$ cat src/rtl/seven_seg_if.sv
// Bus between the digit source/board side and the seven-segment scan controller.
// SEVSEG_BRIGHTNESS_EN adds the 3-bit brightness input.
interface seven_seg_if;
   logic       enable;
   logic [3:0] digit0;
   logic [3:0] digit1;
   logic [3:0] digit2;
   logic [3:0] digit3;
   logic [3:0] blank;
`ifdef SEVSEG_BRIGHTNESS_EN
   logic [2:0] brightness;
`endif
   logic [3:0] anode;
   logic [1:0] sel;
   logic [3:0] digit_val;
   logic       frame_start;

   modport master (
`ifdef SEVSEG_BRIGHTNESS_EN
      output brightness,
`endif
      output enable, digit0, digit1, digit2, digit3, blank,
      input  anode, sel, digit_val, frame_start
   );

   modport slave (
`ifdef SEVSEG_BRIGHTNESS_EN
      input  brightness,
`endif
      input  enable, digit0, digit1, digit2, digit3, blank,
      output anode, sel, digit_val, frame_start
   );
endinterface

$ cat src/rtl/seven_seg_scanner.sv
// Four-digit common-anode scan controller with per-frame digit snapshot.
// SEVSEG_BRIGHTNESS_EN enables PWM dimming of the anode within each digit slot.
module seven_seg_scanner #(
   parameter int unsigned REFRESH_DIV = 100000,
   parameter int unsigned CNT_W       = 17
) (
   input logic        clk,
   input logic        rst_n,
   seven_seg_if.slave bus
);
   localparam logic [CNT_W-1:0] CNT_LAST = CNT_W'(REFRESH_DIV - 1);
`ifdef SEVSEG_BRIGHTNESS_EN
   localparam int unsigned THR_W = CNT_W + 4;
`endif

   typedef enum logic {ST_IDLE, ST_SCAN} state_t;

   state_t           state_q, state_d;
   logic [CNT_W-1:0] cnt_q, cnt_d;
   logic [1:0]       sel_q, sel_d;
   logic [3:0][3:0]  snap_q, snap_d;
   logic [3:0]       anode_q, anode_d;
   logic [3:0]       digit_val_q, digit_val_d;
   logic             frame_start_q, frame_start_d;
   logic             new_frame;
   logic             lit;
`ifdef SEVSEG_BRIGHTNESS_EN
   logic [2:0]       bright_q, bright_d;
   logic [THR_W-1:0] thr;
`endif

   always_ff @(posedge clk or negedge rst_n) begin
      if (!rst_n) begin
         state_q       <= ST_IDLE;
         cnt_q         <= '0;
         sel_q         <= '0;
         snap_q        <= '0;
         anode_q       <= 4'b1111;
         digit_val_q   <= '0;
         frame_start_q <= 1'b0;
`ifdef SEVSEG_BRIGHTNESS_EN
         bright_q      <= '0;
`endif
      end else begin
         state_q       <= state_d;
         cnt_q         <= cnt_d;
         sel_q         <= sel_d;
         snap_q        <= snap_d;
         anode_q       <= anode_d;
         digit_val_q   <= digit_val_d;
         frame_start_q <= frame_start_d;
`ifdef SEVSEG_BRIGHTNESS_EN
         bright_q      <= bright_d;
`endif
      end
   end

   // Outputs are computed from the next-cycle sel/counter so anode, sel and digit_val switch together.
   always_comb begin
      state_d       = state_q;
      cnt_d         = cnt_q;
      sel_d         = sel_q;
      snap_d        = snap_q;
      anode_d       = 4'b1111;
      digit_val_d   = digit_val_q;
      frame_start_d = 1'b0;
      new_frame     = 1'b0;
      lit           = 1'b0;
`ifdef SEVSEG_BRIGHTNESS_EN
      bright_d      = bright_q;
      thr           = '0;
`endif

      case (state_q)
         ST_IDLE: begin
            if (bus.enable) begin
               state_d   = ST_SCAN;
               cnt_d     = '0;
               sel_d     = 2'd0;
               new_frame = 1'b1;
            end
         end
         ST_SCAN: begin
            if (!bus.enable) begin
               state_d = ST_IDLE;
               cnt_d   = '0;
               sel_d   = 2'd0;
            end else if (cnt_q == CNT_LAST) begin
               cnt_d     = '0;
               sel_d     = sel_q + 2'd1;
               new_frame = (sel_q == 2'd3);
            end else begin
               cnt_d = cnt_q + CNT_W'(1);
            end
         end
         default: state_d = ST_IDLE;
      endcase

      if (new_frame) begin
         snap_d        = {bus.digit3, bus.digit2, bus.digit1, bus.digit0};
         frame_start_d = 1'b1;
`ifdef SEVSEG_BRIGHTNESS_EN
         bright_d      = bus.brightness;
`endif
      end

      if (state_d == ST_SCAN) begin
         digit_val_d = snap_d[sel_d];
`ifdef SEVSEG_BRIGHTNESS_EN
         thr = ((THR_W'(bright_d) + THR_W'(1)) * THR_W'(REFRESH_DIV)) >> 3;
         lit = !bus.blank[sel_d] && ({4'b0000, cnt_d} < thr);
`else
         lit = !bus.blank[sel_d];
`endif
         if (lit) anode_d = ~(4'b0001 << sel_d);
      end
   end

   assign bus.anode       = anode_q;
   assign bus.sel         = sel_q;
   assign bus.digit_val   = digit_val_q;
   assign bus.frame_start = frame_start_q;
endmodule

$ cat src/flat_wrapper.sv
// flat-port wrapper written by rule: the top's interface ports become plain ports
module seven_seg_scanner_flat 
#(
   parameter int unsigned REFRESH_DIV = 100000,
   parameter int unsigned CNT_W       = 17
)
  (clk, rst_n, bus_enable, bus_digit0, bus_digit1, bus_digit2, bus_digit3, bus_blank, bus_anode, bus_sel, bus_digit_val, bus_frame_start);
  seven_seg_if bus_i ();
  input logic clk;
  input logic rst_n;
  input wire logic [$bits(bus_i.enable)-1:0] bus_enable;
  input wire logic [$bits(bus_i.digit0)-1:0] bus_digit0;
  input wire logic [$bits(bus_i.digit1)-1:0] bus_digit1;
  input wire logic [$bits(bus_i.digit2)-1:0] bus_digit2;
  input wire logic [$bits(bus_i.digit3)-1:0] bus_digit3;
  input wire logic [$bits(bus_i.blank)-1:0] bus_blank;
  output wire logic [$bits(bus_i.anode)-1:0] bus_anode;
  output wire logic [$bits(bus_i.sel)-1:0] bus_sel;
  output wire logic [$bits(bus_i.digit_val)-1:0] bus_digit_val;
  output wire logic [$bits(bus_i.frame_start)-1:0] bus_frame_start;
  assign bus_i.enable = bus_enable;
  assign bus_i.digit0 = bus_digit0;
  assign bus_i.digit1 = bus_digit1;
  assign bus_i.digit2 = bus_digit2;
  assign bus_i.digit3 = bus_digit3;
  assign bus_i.blank = bus_blank;
  assign bus_anode = bus_i.anode;
  assign bus_sel = bus_i.sel;
  assign bus_digit_val = bus_i.digit_val;
  assign bus_frame_start = bus_i.frame_start;
  seven_seg_scanner #(.REFRESH_DIV(REFRESH_DIV), .CNT_W(CNT_W)) u_core (.clk(clk), .rst_n(rst_n), .bus(bus_i));
endmodule
$ cat config.mk
export PLATFORM = sky130hd
export DESIGN_NAME = seven_seg_scanner_flat
export DESIGN_NICKNAME = d
export VERILOG_FILES = /design/src/rtl/seven_seg_if.sv /design/src/rtl/seven_seg_scanner.sv /design/src/flat_wrapper.sv
export SDC_FILE = /design/constraint.sdc
export NUM_CORES = 1
export LEC_CHECK = 0
export CAP_MARGIN = 5
export CORE_UTILIZATION = 35
export DETAILED_ROUTE_END_ITERATION = 10
export HOLD_SLACK_MARGIN = 0.03
export PLACE_DENSITY_LB_ADDON = 0.3
export SKIP_LAST_GASP = 1
export SLEW_MARGIN = 10
export SYNTH_ARGS = -nofsm -noshare
export SYNTH_HDL_FRONTEND = slang
export SYNTH_SLANG_ARGS = --single-unit
export TNS_END_PERCENT = 10
$ cat constraint.sdc
create_clock -name clk -period 4.65 [get_ports clk]
set_input_delay 0.93 -clock clk [delete_from_list [all_inputs] [get_ports clk]]
set_output_delay 0.93 -clock clk [all_outputs]
set_load 0.05 [all_outputs]
==> results.yml <==
sta:
  relSlewSlack_pct: 27.2
  finalSetupTns_ps: 0
  period_needed_ps: 3460
  max_freq_mhz: 289
  rsz0062_at_grt: "false"
  hold_violations: 0
  fin_crit_sh_pct: 74.5
  worst_pin_slew_ps: 1090
  fin_hold_ws_ps: 477
  finClkSkew_ps: 9.19
  setup_violations: 0
  slew_violations: 0
detailed_routing:
  drtPass1Iterations: 4
  ant_nets: 0
  via_per_inst: 5.25
  wirelength_um: 4990
  vias: 1920
  avgRoutedWirePerCell_um: 13.6
  drt-initial-drc-count: 71
  drc: 0
logic_synthesis:
  yosysSeqAreaShare_pct: 48.7
  synth_largest_area_cell: "dfrtp_1"
  synth.cell_area_mm2: 0.00232
  syn-num-nets: 282
  synth_cell_types: 40
  syn_area_per_cell_um2: 9.05
  synth_top_cell_area_share_pct: 44.1
  synth-seq-cells: 45
  ys_warn_count: 0
  netlist_instances: 257
  synth_area_leaders: "dfrtp_1, nand2_1, o21ai_0, nand3_1, dfstp_2"
critical_path:
  crit_fanout: 19
  cpLargestDelayFamily: "simple AND/OR/NAND/NOR gates"
  slowest_stage: "nor2_1"
  cp_num_buf_inv: 2
  critPathCaptureType: "flop"
  cp_cell_sequence: "clkdlybuf4s50_1, nor2_1, nand2_1, o21a_2, inv_1, mux4_2, a221o_1"
  reg2regPathDepth: 6
  required_ps: 4830
  cpPeakStageDelay_ps: 840
  regToRegEndpoint: "u_core.bus.digit_val[3]"
  start_kind: "input port"
  worstReg2RegStart: "u_core.state_q"
  crit_type: "in2reg"
  regToRegSetupSlack_ps: 1720
  arrival_ps: 3650
final_layout:
  antenna_cells: 0
  final_cells: 366
  final-seq-area_mm2: 0.00113
  syn_to_final_growth_pct: 20.5
  layout_common_cells: "nand2_1, dfrtp_1, clkdlybuf4s50_1, o21ai_0, nand3_1"
  drive_above_1_share_pct: 7.96
  final_common_cell: "nand2_1"
  multi_input_area_mm2: 0.00114
  fillCellCount: 614
  nNetsFinal: 313
clocking:
  cts_num_sinks: 45
  cts_made_buffers: 5
  cts_tree: "built"
  cts-root-buf: "clkbuf_8"
  insertion_delay_ps: 290
  cts_resized: 0
  cts_setup_buffers: 0
  hold_buffers: 0
  path_clk_slew_ps: 80
  cts.path.max_buffers: 2
  htree_levels: 2
power:
  max-vdd-ir-drop_uv: 126
  power.total_uw: 797
  power_leakage_uw: 0.00126
  p_per_area_mw_per_mm2: 284
floorplanning:
  rows: 29
  ios: 34
  dieWidth_um: 83.5
  dieArea_mm2: 0.00697
  start_util_pct: 36.4
  fp.coreArea_mm2: 0.00639
  dieHeight_um: 83.5
hold_path:
  hp-class: "reg2reg"
  holdCritStartpoint: "u_core.cnt_q[16]"
  min_to: "u_core.cnt_q[16]"
  min_path_cells: 1
placement:
  place_hpwl_um: 3400
  io_buffers: 33
  gp_congestion: 0.775
  dp_cells: 358
run:
  drv_cap: 0
global_routing:
  first_global_vias: 1827
  grt_overflow_total: 0
  grt_usage_pct: 15.3
  grt_max_degree: 46
  grt_pass1_wl_um: 8760
  antenna_found_initial: 0
outcome:
  status: "finished clean"
power by group:
group / internal [uW] / switching (uW) / leakage, uW
Sequential: 416 / 14.4 / 0.000576
Clock: 121 / 125 / 0.0000455
Combinational: 51.5 / 67.9 / 0.000634
cell usage after synthesis (all sizes together):
cell type,number
mux2,3
and4b,1
and3,6
clkbuf,6
inv,3
o21ai,28
nor2b,4
xor2,5
a221o,2
nor2,11
a22oi,2
o22a,2
nand2,75
o211a,2
mux4,2
nand3,22
buf,4
nor4,1
o21a,1
dfrtp,41
dfstp,4
o31ai,3
xnor2,1
a21o,1
and4,1
clkinv,1
mux2i,4
a22o,1
and2,2
or3,3
nand2b,1
nand4,3
a21oi,6
and4bb,1
nor3,1
a31oi,1
ha,2
worst reg2reg max path, cell delays in order, from the launching register on:
cell,delay [ps]
dfrtp_1,500
nor2_1,870
nand2_1,120
o21a_2,260
inv_1,350
mux4_2,370
a221o_1,350
state kept, by name, indices dropped and copies added (netlist names):
name	count
u_core.bus.anode	4
u_core.bus.digit_val	4
u_core.bus.frame_start	1
u_core.bus.sel	2
u_core.cnt_q	17
u_core.snap_q	16
u_core.state_q	1
through the flow:
stage / utilization, % / worst slack, ps / area [um^2]
final: 43.9 / 1190 / 2800
after floorplan: - / 1980 / 2320
after CTS: 43.9 / 1130 / 2800
after detailed placement: 42.5 / 841 / 2710
after global routing: 43.9 / 889 / 2800
after global placement: 42.5 / 862 / 2710
cell type report:
type                    instances  share of cell area [%]
well taps                      77                    3.44
clock buffers                   8                    3.22
repair buffers                 34                    11.9
inverters                       4                   0.536
flip-flops and latches         45                    40.4
multi-input cells             198                    40.6
metal layers:
metal | global-route usage [%] | up-vias | part of all wire (%)
met1 | 21.7 | 912 | 49
li1 | - | 959 | -
met2 | 24.0 | 42 | 46
met3 | 2.77 | 7 | 4.0
met4 | 4.62 | 0 | 1.3
met5 | 0 | - | 0
kinds of logic after synthesis:
kind of cell / count (synthesis) / synth area share, %
adder cells (fa/ha/maj): 2 / 1.08
buffers and inverters: 14 / 2.48
AND/OR/NAND/NOR: 132 / 27.2
XOR/XNOR: 6 / 2.26
multiplexers: 9 / 5.11
flip-flops: 45 / 48.7
AO/OA/AOI/OAI: 49 / 13.2
worst max path at each step:
| stage | start | endpoint | cells after the start |
|---|---|---|---|
| final | bus_enable | u_core.bus.digit_val[3] | 7 |
| after global routing | bus_enable | u_core.bus.digit_val[1] | 7 |
| after CTS | bus_enable | u_core.bus.digit_val[3] | 7 |
| after detailed placement | bus_enable | u_core.bus.digit_val[3] | 7 |
| after floorplan | bus_enable | u_core.bus.digit_val[1] | 8 |
| after global placement | bus_enable | u_core.bus.digit_val[3] | 7 |
Power figures use the tool's default switching activity.
